[config.mk]
export PLATFORM = sky130hd
export DESIGN_NAME = rx_frame_controller
export DESIGN_NICKNAME = d
export VERILOG_FILES = /design/src/rtl/rx_frame_controller.sv
export SDC_FILE = /design/constraint.sdc
export NUM_CORES = 1
export LEC_CHECK = 0
export CELL_PAD_IN_SITES_DETAIL_PLACEMENT = 1
export CELL_PAD_IN_SITES_GLOBAL_PLACEMENT = 2
export CORE_MARGIN = 2
export CORE_UTILIZATION = 40
export CTS_CLUSTER_DIAMETER = 200
export DETAILED_ROUTE_END_ITERATION = 10
export PLACE_DENSITY_LB_ADDON = 0.12
export SETUP_SLACK_MARGIN = 0.05
export SLEW_MARGIN = 0
export SYNTH_ARGS = -nofsm -noshare
export SYNTH_HDL_FRONTEND = slang
export SYNTH_SLANG_ARGS = --single-unit
[constraint.sdc]
create_clock -name CLK -period 2.6 [get_ports CLK]
set_clock_uncertainty 0.1 [all_clocks]
set_input_delay 0.52 -clock CLK [delete_from_list [all_inputs] [get_ports CLK]]
set_output_delay 0.52 -clock CLK [all_outputs]
set_load 0.1 [all_outputs]
[src/rtl/rx_frame_controller.sv]
// rtl/rx_frame_controller.sv - framed packet assembler and streamer for the serial RX byte receiver
module rx_frame_controller #(
    parameter logic [7:0] HEADER         = 8'hAA,
    parameter int         MAX_LEN        = 16,
    parameter int         TIMEOUT_CYCLES = 1000
) (
    input  logic       CLK,
    input  logic       RSTn,
    input  logic       RX_Done_Sig,
    input  logic [7:0] RX_Data,
    output logic       RX_En_Sig,
    output logic [7:0] Out_Data,
    output logic       Out_Valid,
    output logic       Out_Last,
    input  logic       Out_Ready,
    output logic       Err_Sig,
    output logic [1:0] Err_Code,
    output logic [7:0] Frame_Count
);

    localparam int          IDX_W      = (MAX_LEN > 1) ? $clog2(MAX_LEN) : 1;
    localparam int          BUF_DEPTH  = 1 << IDX_W;
    localparam logic [7:0]  MAX_LEN_B  = 8'(MAX_LEN);
    // The error fires on the idle cycle that brings the count up to TIMEOUT_CYCLES.
    localparam logic [15:0] IDLE_LIMIT = 16'(TIMEOUT_CYCLES - 1);

    localparam logic [1:0] ERR_LEN     = 2'd1;
    localparam logic [1:0] ERR_CSUM    = 2'd2;
    localparam logic [1:0] ERR_TIMEOUT = 2'd3;

    typedef enum logic [2:0] {
        S_HUNT,
        S_LEN,
        S_PAYLOAD,
        S_CSUM,
        S_OUTPUT
    } state_t;

    state_t      state;
    state_t      state_nxt;
    logic [7:0]  len;
    logic [7:0]  csum;
    logic [7:0]  idx;
    logic [15:0] idle_cnt;
    logic [7:0]  pbuf [BUF_DEPTH];

    logic        err_evt;
    logic [1:0]  err_code_nxt;
    logic        byte_acc;
    logic        in_frame;
    logic        timeout_hit;
    logic        at_last;
    logic        handshake;

    assign byte_acc    = RX_Done_Sig && RX_En_Sig;
    assign in_frame    = (state == S_LEN) || (state == S_PAYLOAD) || (state == S_CSUM);
    assign timeout_hit = in_frame && !byte_acc && (idle_cnt == IDLE_LIMIT);
    assign at_last     = (idx == len - 8'd1);

    // idx doubles as the payload write pointer and the output read pointer.
    assign Out_Valid = (state == S_OUTPUT);
    assign handshake = Out_Valid && Out_Ready;
    assign Out_Last  = Out_Valid && at_last;
    assign Out_Data  = Out_Valid ? pbuf[idx[IDX_W-1:0]] : 8'd0;

    // State register.
    always_ff @(posedge CLK or negedge RSTn) begin
        if (!RSTn) begin
            state <= S_HUNT;
        end else begin
            state <= state_nxt;
        end
    end

    // Next-state decode and error detection; a byte arriving on the limit cycle suppresses the timeout.
    always_comb begin
        state_nxt    = state;
        err_evt      = 1'b0;
        err_code_nxt = 2'd0;
        case (state)
            S_HUNT: begin
                if (byte_acc && (RX_Data == HEADER)) begin
                    state_nxt = S_LEN;
                end
            end
            S_LEN: begin
                if (byte_acc) begin
                    if ((RX_Data == 8'd0) || (RX_Data > MAX_LEN_B)) begin
                        err_evt      = 1'b1;
                        err_code_nxt = ERR_LEN;
                        state_nxt    = S_HUNT;
                    end else begin
                        state_nxt = S_PAYLOAD;
                    end
                end
            end
            S_PAYLOAD: begin
                if (byte_acc && at_last) begin
                    state_nxt = S_CSUM;
                end
            end
            S_CSUM: begin
                if (byte_acc) begin
                    if (RX_Data == csum) begin
                        state_nxt = S_OUTPUT;
                    end else begin
                        err_evt      = 1'b1;
                        err_code_nxt = ERR_CSUM;
                        state_nxt    = S_HUNT;
                    end
                end
            end
            S_OUTPUT: begin
                if (handshake && at_last) begin
                    state_nxt = S_HUNT;
                end
            end
            default: state_nxt = S_HUNT;
        endcase
        if (timeout_hit) begin
            err_evt      = 1'b1;
            err_code_nxt = ERR_TIMEOUT;
            state_nxt    = S_HUNT;
        end
    end

    // Frame bookkeeping, receiver enable, idle timer and registered error reporting.
    always_ff @(posedge CLK or negedge RSTn) begin
        if (!RSTn) begin
            RX_En_Sig   <= 1'b0;
            Err_Sig     <= 1'b0;
            Err_Code    <= 2'd0;
            Frame_Count <= 8'd0;
            len         <= 8'd0;
            csum        <= 8'd0;
            idx         <= 8'd0;
            idle_cnt    <= 16'd0;
        end else begin
            RX_En_Sig <= (state_nxt != S_OUTPUT);
            Err_Sig   <= err_evt;
            if (err_evt) begin
                Err_Code <= err_code_nxt;
            end
            if (in_frame && !byte_acc) begin
                idle_cnt <= idle_cnt + 16'd1;
            end else begin
                idle_cnt <= 16'd0;
            end
            case (state)
                S_LEN: begin
                    if (byte_acc) begin
                        len  <= RX_Data;
                        csum <= RX_Data;
                        idx  <= 8'd0;
                    end
                end
                S_PAYLOAD: begin
                    if (byte_acc) begin
                        csum <= csum + RX_Data;
                        idx  <= idx + 8'd1;
                    end
                end
                S_CSUM: begin
                    if (byte_acc) begin
                        idx <= 8'd0;
                    end
                end
                S_OUTPUT: begin
                    if (handshake) begin
                        if (at_last) begin
                            Frame_Count <= Frame_Count + 8'd1;
                        end else begin
                            idx <= idx + 8'd1;
                        end
                    end
                end
                default: ;
            endcase
        end
    end

    // Payload buffer; contents survive errors and resets, only the pointers are reset.
    always_ff @(posedge CLK) begin
        if ((state == S_PAYLOAD) && byte_acc) begin
            pbuf[idx[IDX_W-1:0]] <= RX_Data;
        end
    end

endmodule

# Yosys cells after proc, flatten, opt, wreduce, memory -nomap -nowiden
# Memory sizes are Yosys's and may differ from the RTL's.
# Cells that the tools add are included.
classes:
  order_cmp: 1
  n_eq_ne: 14
  add_sub_neg: 5
  muxes: 33
  n_reduce_logical: 22
ops:
  columns: ["operator", "n"]
  rows:
  - ["$mux 8", 7]
  - ["$pmux 8 s3", 1]
  - ["$mux 3", 7]
  - ["$add 16x1->16 const B", 1]
  - ["$add 8x1->8 const B", 2]
  - ["$eq 16x10->1 const B", 1]
  - ["$eq 8x8->1", 2]
  - ["$mux 16", 1]
  - ["$pmux 8 s2", 1]
  - ["$pmux 3 s5", 1]
  - ["$logic_and 1x1->1", 9]
  - ["$mux 1", 9]
  - ["$add 8x8->8", 1]
  - ["$eq 8x8->1 const B", 1]
  - ["$gt 8x5->1 const B", 1]
  - ["$logic_not 8->1", 1]
  - ["$mux 2", 4]
  - ["$sub 8x1->8 const B", 1]
  - ["$eq 3x2->1 const B", 2]
  - ["$ne 2x2->1 const B", 3]
  - ["$reduce_and 3->1", 2]
  - ["$reduce_and 5->1", 1]
  - ["$ne 2x1->1 const B", 2]
  - ["$pmux 2 s2", 1]
  - ["other kinds (11)", 13]
totals:
  out_inout_bits: 22
  ramBits: 128
  elab_cells: 85
  input_bits: 12
  register_bits: 55
  mem_count: 1
mem_list:
  columns: ["memory", "words", "word_bits", "rd", "rd_ports_with_merged_regs", "wr", "line", "source"]
  rows:
  - ["pbuf", 16, 8, 1, 0, 1, "45", "logic [7:0] pbuf [BUF_DEPTH];"]

# Depth between registers and ports, before layout
depth:
  depth_word: 7
  ltp_mapped: 10
  depth_no_buf: 10

# Worst setup path before layout
# No wires, ideal clock.
synth_timing:
  path_kind: "flip-flop to output port"
  start: "register len[2]"
  end: "output port Out_Last"
  n_path_buf: 0
  slack_ns: -0.732
  required_ns: 1.980
  t_arrival_ns: 2.712
  path_stages_with_launch: 6
  cell_sequence: "dfrtp_1 -> nor3_2 -> nand4_1 -> a2111oi_4 -> nand4_2 -> nor2_1"
synth_between:
  elab_chain_len: 3
synth_lines:
  columns: ["item", "line", "source"]
  rows:
  - ["start: declaration", "41", "logic [7:0] len;"]
  - ["start signal: assignment", "152", "len <= RX_Data;"]
  - ["$sub 8x1->8", "58", "assign at_last = (idx == len - 8'd1);"]
  - ["$eq 8x8->1", "58", null]
  - ["$logic_and 1x1->1", "63", "assign Out_Last = Out_Valid && at_last;"]
  - ["end: declaration", "14", "output logic Out_Last,"]
# Every way passes these cells.

# Worst setup path in the final report
layout_timing:
  start: "register idx[0]"
  end: "output port Out_Data[7]"
layout_between:
  elab_chain_len: 2
layout_lines:
  columns: ["item", "line", "source"]
  rows:
  - ["start: declaration", "43", "logic [7:0] idx;"]
  - ["start signal: assignment", "160", "idx <= idx + 8'd1;"]
  - ["start signal: assignment", "173", "idx <= idx + 8'd1;"]
  - ["$mem_v2 16x8", null, null]
  - ["$mux 8", "64", "assign Out_Data = Out_Valid ? pbuf[idx[IDX_W-1:0]] : 8'd0;"]
  - ["end: declaration", "12", "output logic [7:0] Out_Data,"]
# Every way passes these cells.

==> results.json <==
{
  "cp-start-kind": "register",
  "grt_pass1_wl_um": 31800,
  "final_cell_mix": "edfxtp_1, buf_4, dfrtp_1",
  "diodes": 0,
  "dp_slack_ns": -0.337,
  "synth_ff_type": "edfxtp_1",
  "syn_avg_cell_area_um2": 14.9,
  "drv_cap": 0,
  "path_class": "reg2out",
  "clock-sinks": 183,
  "slowest_stage": "mux4_2",
  "core.rowCount": 52,
  "drt_pass1_iterations": 4,
  "cp_max_fo": 7,
  "rsz0062_at_grt": "yes",
  "synth_cell_types": 51,
  "hold_class": "reg2reg",
  "cp_cell_sequence": "buf_4, buf_12, mux4_2, mux4_2, and2_4, buf_12",
  "cts_made_buffers": 17,
  "dr_total_vias": 5023,
  "power_density_mw_per_mm2": 974,
  "hpwlAfterDp_um": 13900,
  "layout_commonest_cell": "edfxtp_1",
  "synth-edff-count": 128,
  "vias_per_cell": 5.33,
  "ant_nets": 0,
  "synth_area_mm2": 0.00812,
  "drive_gt1_share_pct": 32.7,
  "core-area_mm2": 0.0200,
  "grt.overflow.total": 0,
  "antenna_found_initial": 0,
  "clk_latency_ns": 0.43,
  "synthCells": 546,
  "fin_tns_setup_ns": -4.42,
  "synth_nets": 573,
  "period_minus_slack_ns": 3.11,
  "grtUsageTotal_pct": 19.8,
  "fin_ws_ns": -0.509,
  "die_h_um": 146,
  "totalWireLength_um": 20400,
  "place_congestion": 0.822,
  "yosysSeqAreaShare_pct": 64.3,
  "ir_drop_mv": 0.736,
  "violations": "negative setup slack",
  "final_util_pct": 51.0,
  "timing.fmax_mhz": 322,
  "nets": 687,
  "grt_pass1_vias": 5496,
  "leakagePower_uw": 0.00378,
  "portBuffers": 33,
  "setup_viol": 14,
  "cts_buffer_depth": 2,
  "ios": 34,
  "ys_async_sr_fraction_pct": 30.1,
  "first_iter_violations": 295,
  "routedWlPerCell_um": 21.7,
  "fp.dieW_um": 146,
  "initial_core_util_pct": 40.5,
  "grt_max_degree": 56,
  "critPathMaxStageDelay_ns": 0.55,
  "finalNonFillerCells": 943,
  "period_share_pct": 120,
  "crit_path_end_kind": "output port",
  "clk_pin_slew_ns": 0.07,
  "area_growth_pct": 25.8,
  "final_hold_viol_count": 0,
  "required_ns": 1.98,
  "drc_errors": 0,
  "cts_htree_levels": 4,
  "slew_violations": 0,
  "multiInputGateArea_mm2": 0.00287,
  "root_buffer": "clkbuf_16",
  "tritoncts": "yes",
  "ys_ff_latch": 183,
  "post-place-cells": 895,
  "die_area_mm2": 0.0214,
  "slew_headroom_pct": 61.9,
  "cp.arrival_ns": 2.49,
  "run_status": "complete, but fails checks",
  "seqCellArea_mm2": 0.00523,
  "whs_ns": 0.371,
  "tightest_slew_ns": 0.566,
  "yosys_warnings": 0,
  "nFillCells": 1995
}
==> what timing repair did <==
item | 4_1_cts | 5_1_grt
gates cloned | 1 | 2
pin swaps | 5 | 3
endpoints found under the setup margin | 15 | 19
buffers inserted | 4 | 9
gates resized for setup | 8 | 14
hold endpoints to repair | 21 | 0
hold buffers | 1 | 0
==> path summary, 6_finish.rpt <==
path,end,slack (ns),cells after the start,from
min,idle_cnt[0],0.37,1,idle_cnt[0]
max,Out_Data[7],-0.51,6,idx[0]
min in group asynchronous,len[1],0.52,3,RSTn
min reg2reg,idle_cnt[0],0.37,1,idle_cnt[0]
max reg2reg,Frame_Count[1],-0.06,11,idx[0]
max in group asynchronous,state[0],1.59,3,RSTn
==> through the flow <==
step / power [uW] / cell area (um^2)
3_3_place_gp: 7250 / 9370
4_1_cts: 9840 / 10000
2_1_floorplan: 6020 / 8190
5_1_grt: 10300 / 10200
3_5_place_dp: 7280 / 9370
6_report: 9940 / 10200
==> state kept, by name (all words and copies together) (netlist names) <==
| name | flops |
|---|---|
| idx | 8 |
| Err_Code | 2 |
| len | 8 |
| idle_cnt | 16 |
| csum | 8 |
| pbuf | 128 |
| Frame_Count | 8 |
| Err_Sig | 1 |
| state | 3 |
| RX_En_Sig | 1 |
==> routing by layer <==
layer	wire length [um]	GRT usage [%]	vias to the layer above
met1	9150	26.2	2621
met2	10300	33.6	78
met5	0	0	-
met4	391	6.12	0
li1	-	-	2294
met3	608	3.34	30
==> kinds of logic (layout without fill, tap and decap cells) <==
logic type	count (synthesis)	count (layout)	share of synthesized area [%]
AND/OR/NAND/NOR	167	168	10.5
flip-flops	183	183	64.3
buffers and inverters	35	161	1.85
AO/OA/AOI/OAI	62	62	4.86
XOR/XNOR	35	35	3.78
adder cells (fa/ha/maj)	15	15	2.41
multiplexers	49	49	12.3
==> cell type report <==
cell class,count,share of cell area (%)
Sequential cell,183,51.2
Clock inverter,15,1.53
Inverter,13,0.515
Timing Repair Buffer,116,11.2
Multi-Input combinational cell,329,28.1
Tap cell,270,3.31
Clock buffer,17,4.17
==> critical path, delay by kind of cell, from the launching register on <==
| family | cells | cell delay, ns |
|---|---|---|
| simple gates | 1 | 0.18 |
| buf+inv | 3 | 0.42 |
| flops | 1 | 0.40 |
| mux | 2 | 1.04 |
==> report_power, final <==
group | switching, uW | internal [uW]
sequential | 78.9 | 3180
clock | 1230 | 1290
combinational | 2330 | 1840
==> cell usage after synthesis (4+ instances only) <==
library cell	instances	share of area, %
xnor2_1	21	2.3
xor2_1	14	1.5
nor2_1	43	2.0
and3_1	4	0.31
or3_1	11	0.85
clkbuf_1	11	0.51
ha_1	14	2.2
mux4_2	40	11
o21ai_0	22	1.4
nor4_1	7	0.54
a21oi_1	18	1.1
dfrtp_1	55	17
mux2_2	5	0.69
nand3_1	10	0.62
nand2_1	37	1.7
inv_1	13	0.60
nor3_1	12	0.74
and2_1	9	0.69
edfxtp_1	128	47
nand2b_1	8	0.62
buf_2	9	0.56
nand4_1	10	0.77
No activity file was read; power rests on OpenSTA's default activity.
==> RTL change, RTL diff (same flow settings) <==
The parameter `MAX_LEN` goes from 16 to 8.
--- a/src/rtl/rx_frame_controller.sv
+++ b/src/rtl/rx_frame_controller.sv
@@ -3,3 +3,3 @@
     parameter logic [7:0] HEADER         = 8'hAA,
-    parameter int         MAX_LEN        = 16,
+    parameter int         MAX_LEN        = 8,
     parameter int         TIMEOUT_CYCLES = 1000
Behaviour: not the same (Yosys sat finds a counterexample within 4 cycles, from zero or initial values and one cycle with RSTn low).
==> RTL change against the original RTL <==
Critical endpoint is now Out_Last; synthesized cell count is 7.0% lower; the flow still finishes with violations (negative setup slack); routed wire length shrank 20%; global-route usage grew 1.5 points; sequential cell count decreased by 64; power down 18%; fmax increased by 12%; final area down 23%; setup slack improved by 340 ps; non-clock buffer count decreased by 8; hold slack got worse by 8.8 ps; area after synthesis fell by 29%; register-to-register slack better by 270 ps.
==> RTL change: results (changes against the original RTL) <==
status complete, but fails checks; failing checks negative setup slack; first-pass GRT wire length 25300 um (-21%); routed wl met3 493 um (-19%); CP max stage delay 450 ps (-100 ps); largest net degree at the start of global routing 53 (-5.4%); max reg flops 64 (-50%); r2r setup slk 210 ps (+270 ps); GPL Wtd Cong 0.834 (+1.5%); met3 GRT Util 4.85% (+1.5 points); met2 WL 8030 um (-22%); synth unique cells 60 (+18%); worst-margin pin slew 650 ps (+83.7 ps); post-DP HPWL 10700 um (-23%); Worst R2R Path Depth 7 (-4); met1 wire length 7370 um (-19%); TNS Setup -461 ps (+3960 ps); largest fanout on the critical path 5 (-2); M1 GR Usage 27.8% (+1.6 points); VDD IR-drop max 716 uV (-2.8%); layout cells sized above 1 33.0% (+0.27 points); synthesized area per cell 11.4 um2 (-23%); Syn Nets 532 (-7.2%); EDFF count, synth 64 (-50%); Setup WS pre-CTS -284 ps (+53.2 ps); fin worst setup slack -168 ps (+341 ps); Post-synth top cells edfxtp_1 (64), dfrtp_1 (55), nor2_1 (52); Seq/Total Area, Yosys 56.8% (-7.5 points); placed cells 758 (-15%); delay-heaviest family, CP flip-flops; Vias 4461 (-11%); Async S/R FF share, synth 46.2% (+16 points); GRT Total Usage 21.2% (+1.5 points); Nets 639 (-7.0%); Final Setup Violations 5 (-9); Static Leak 0.00312 uW (-17%); drt first-iter violations 202 (-32%); top post-synthesis cells by area edfxtp_1 (33%), dfrtp_1 (24%), nor2_1 (3.4%), nand2_1 (2.8%), xnor2_1 (2.7%); r2r startpoint len[3]; Critical Path AT 2150 ps (-340 ps)
-- RTL change: kinds of logic (layout without fill, tap and decap cells) --
kind of cell             count (synthesis)  in the layout  share of synthesized area [%]
AND/OR/NAND/NOR                        194            194                           17.4
flip-flops                             119            119                           56.8
AO/OA/AOI/OAI                           88             88                           9.70
buffers and inverters                   34            154                           2.35
XOR/XNOR                                33             33                           4.98
multiplexers                            28             28                           5.97
adder cells (fa/ha/maj)                 12             12                           2.72
-- RTL change: how the worst max path moves through the flow --
stage | end | start | depth (start not counted) | slack (ps)
after floorplan | Out_Last | len[0] | 6 | -220
after CTS | Out_Data[2] | idx[2] | 7 | -150
after detailed placement | RX_En_Sig | RX_Data[0] | 8 | -280
after global placement | RX_En_Sig | RX_Data[0] | 8 | -200
final | Out_Last | len[0] | 7 | -170
after global routing | Out_Last | len[0] | 7 | -250
-- RTL change: cell type report --
type,instances,area (um2)
sequential,119,3310
timing repair buffer,108,1100
multi-input combinational,355,2630
fill,1498,6460
clock inverter,15,159
inverter,14,56.3
tap,184,230
clock buffer,17,425
-- RTL change: timing repair --
action,in CTS,in global routing
endpoints found under the hold margin,3,0
hold buffers,1,0
setup endpoints to repair,9,14
gates resized for setup,44,24
pin swaps,13,13
cloned,1,1
buffers inserted,12,10
-- RTL change: where the power goes --
group	switching [uW]	total (uW)	internal, uW
registers	114	2160	2050
clock network	857	2350	1490
logic	2150	3650	1500
total	3120	8160	5040
-- RTL change: through the flow --
stage               total power [uW]  area, um2  hold WS (ps)
floorplan                       4110       5890           124
finish                          8160       7910           362
global placement                5110       6880           241
global route                    8420       7910           383
detailed placement              5160       6880           243
CTS                             7930       7750           371
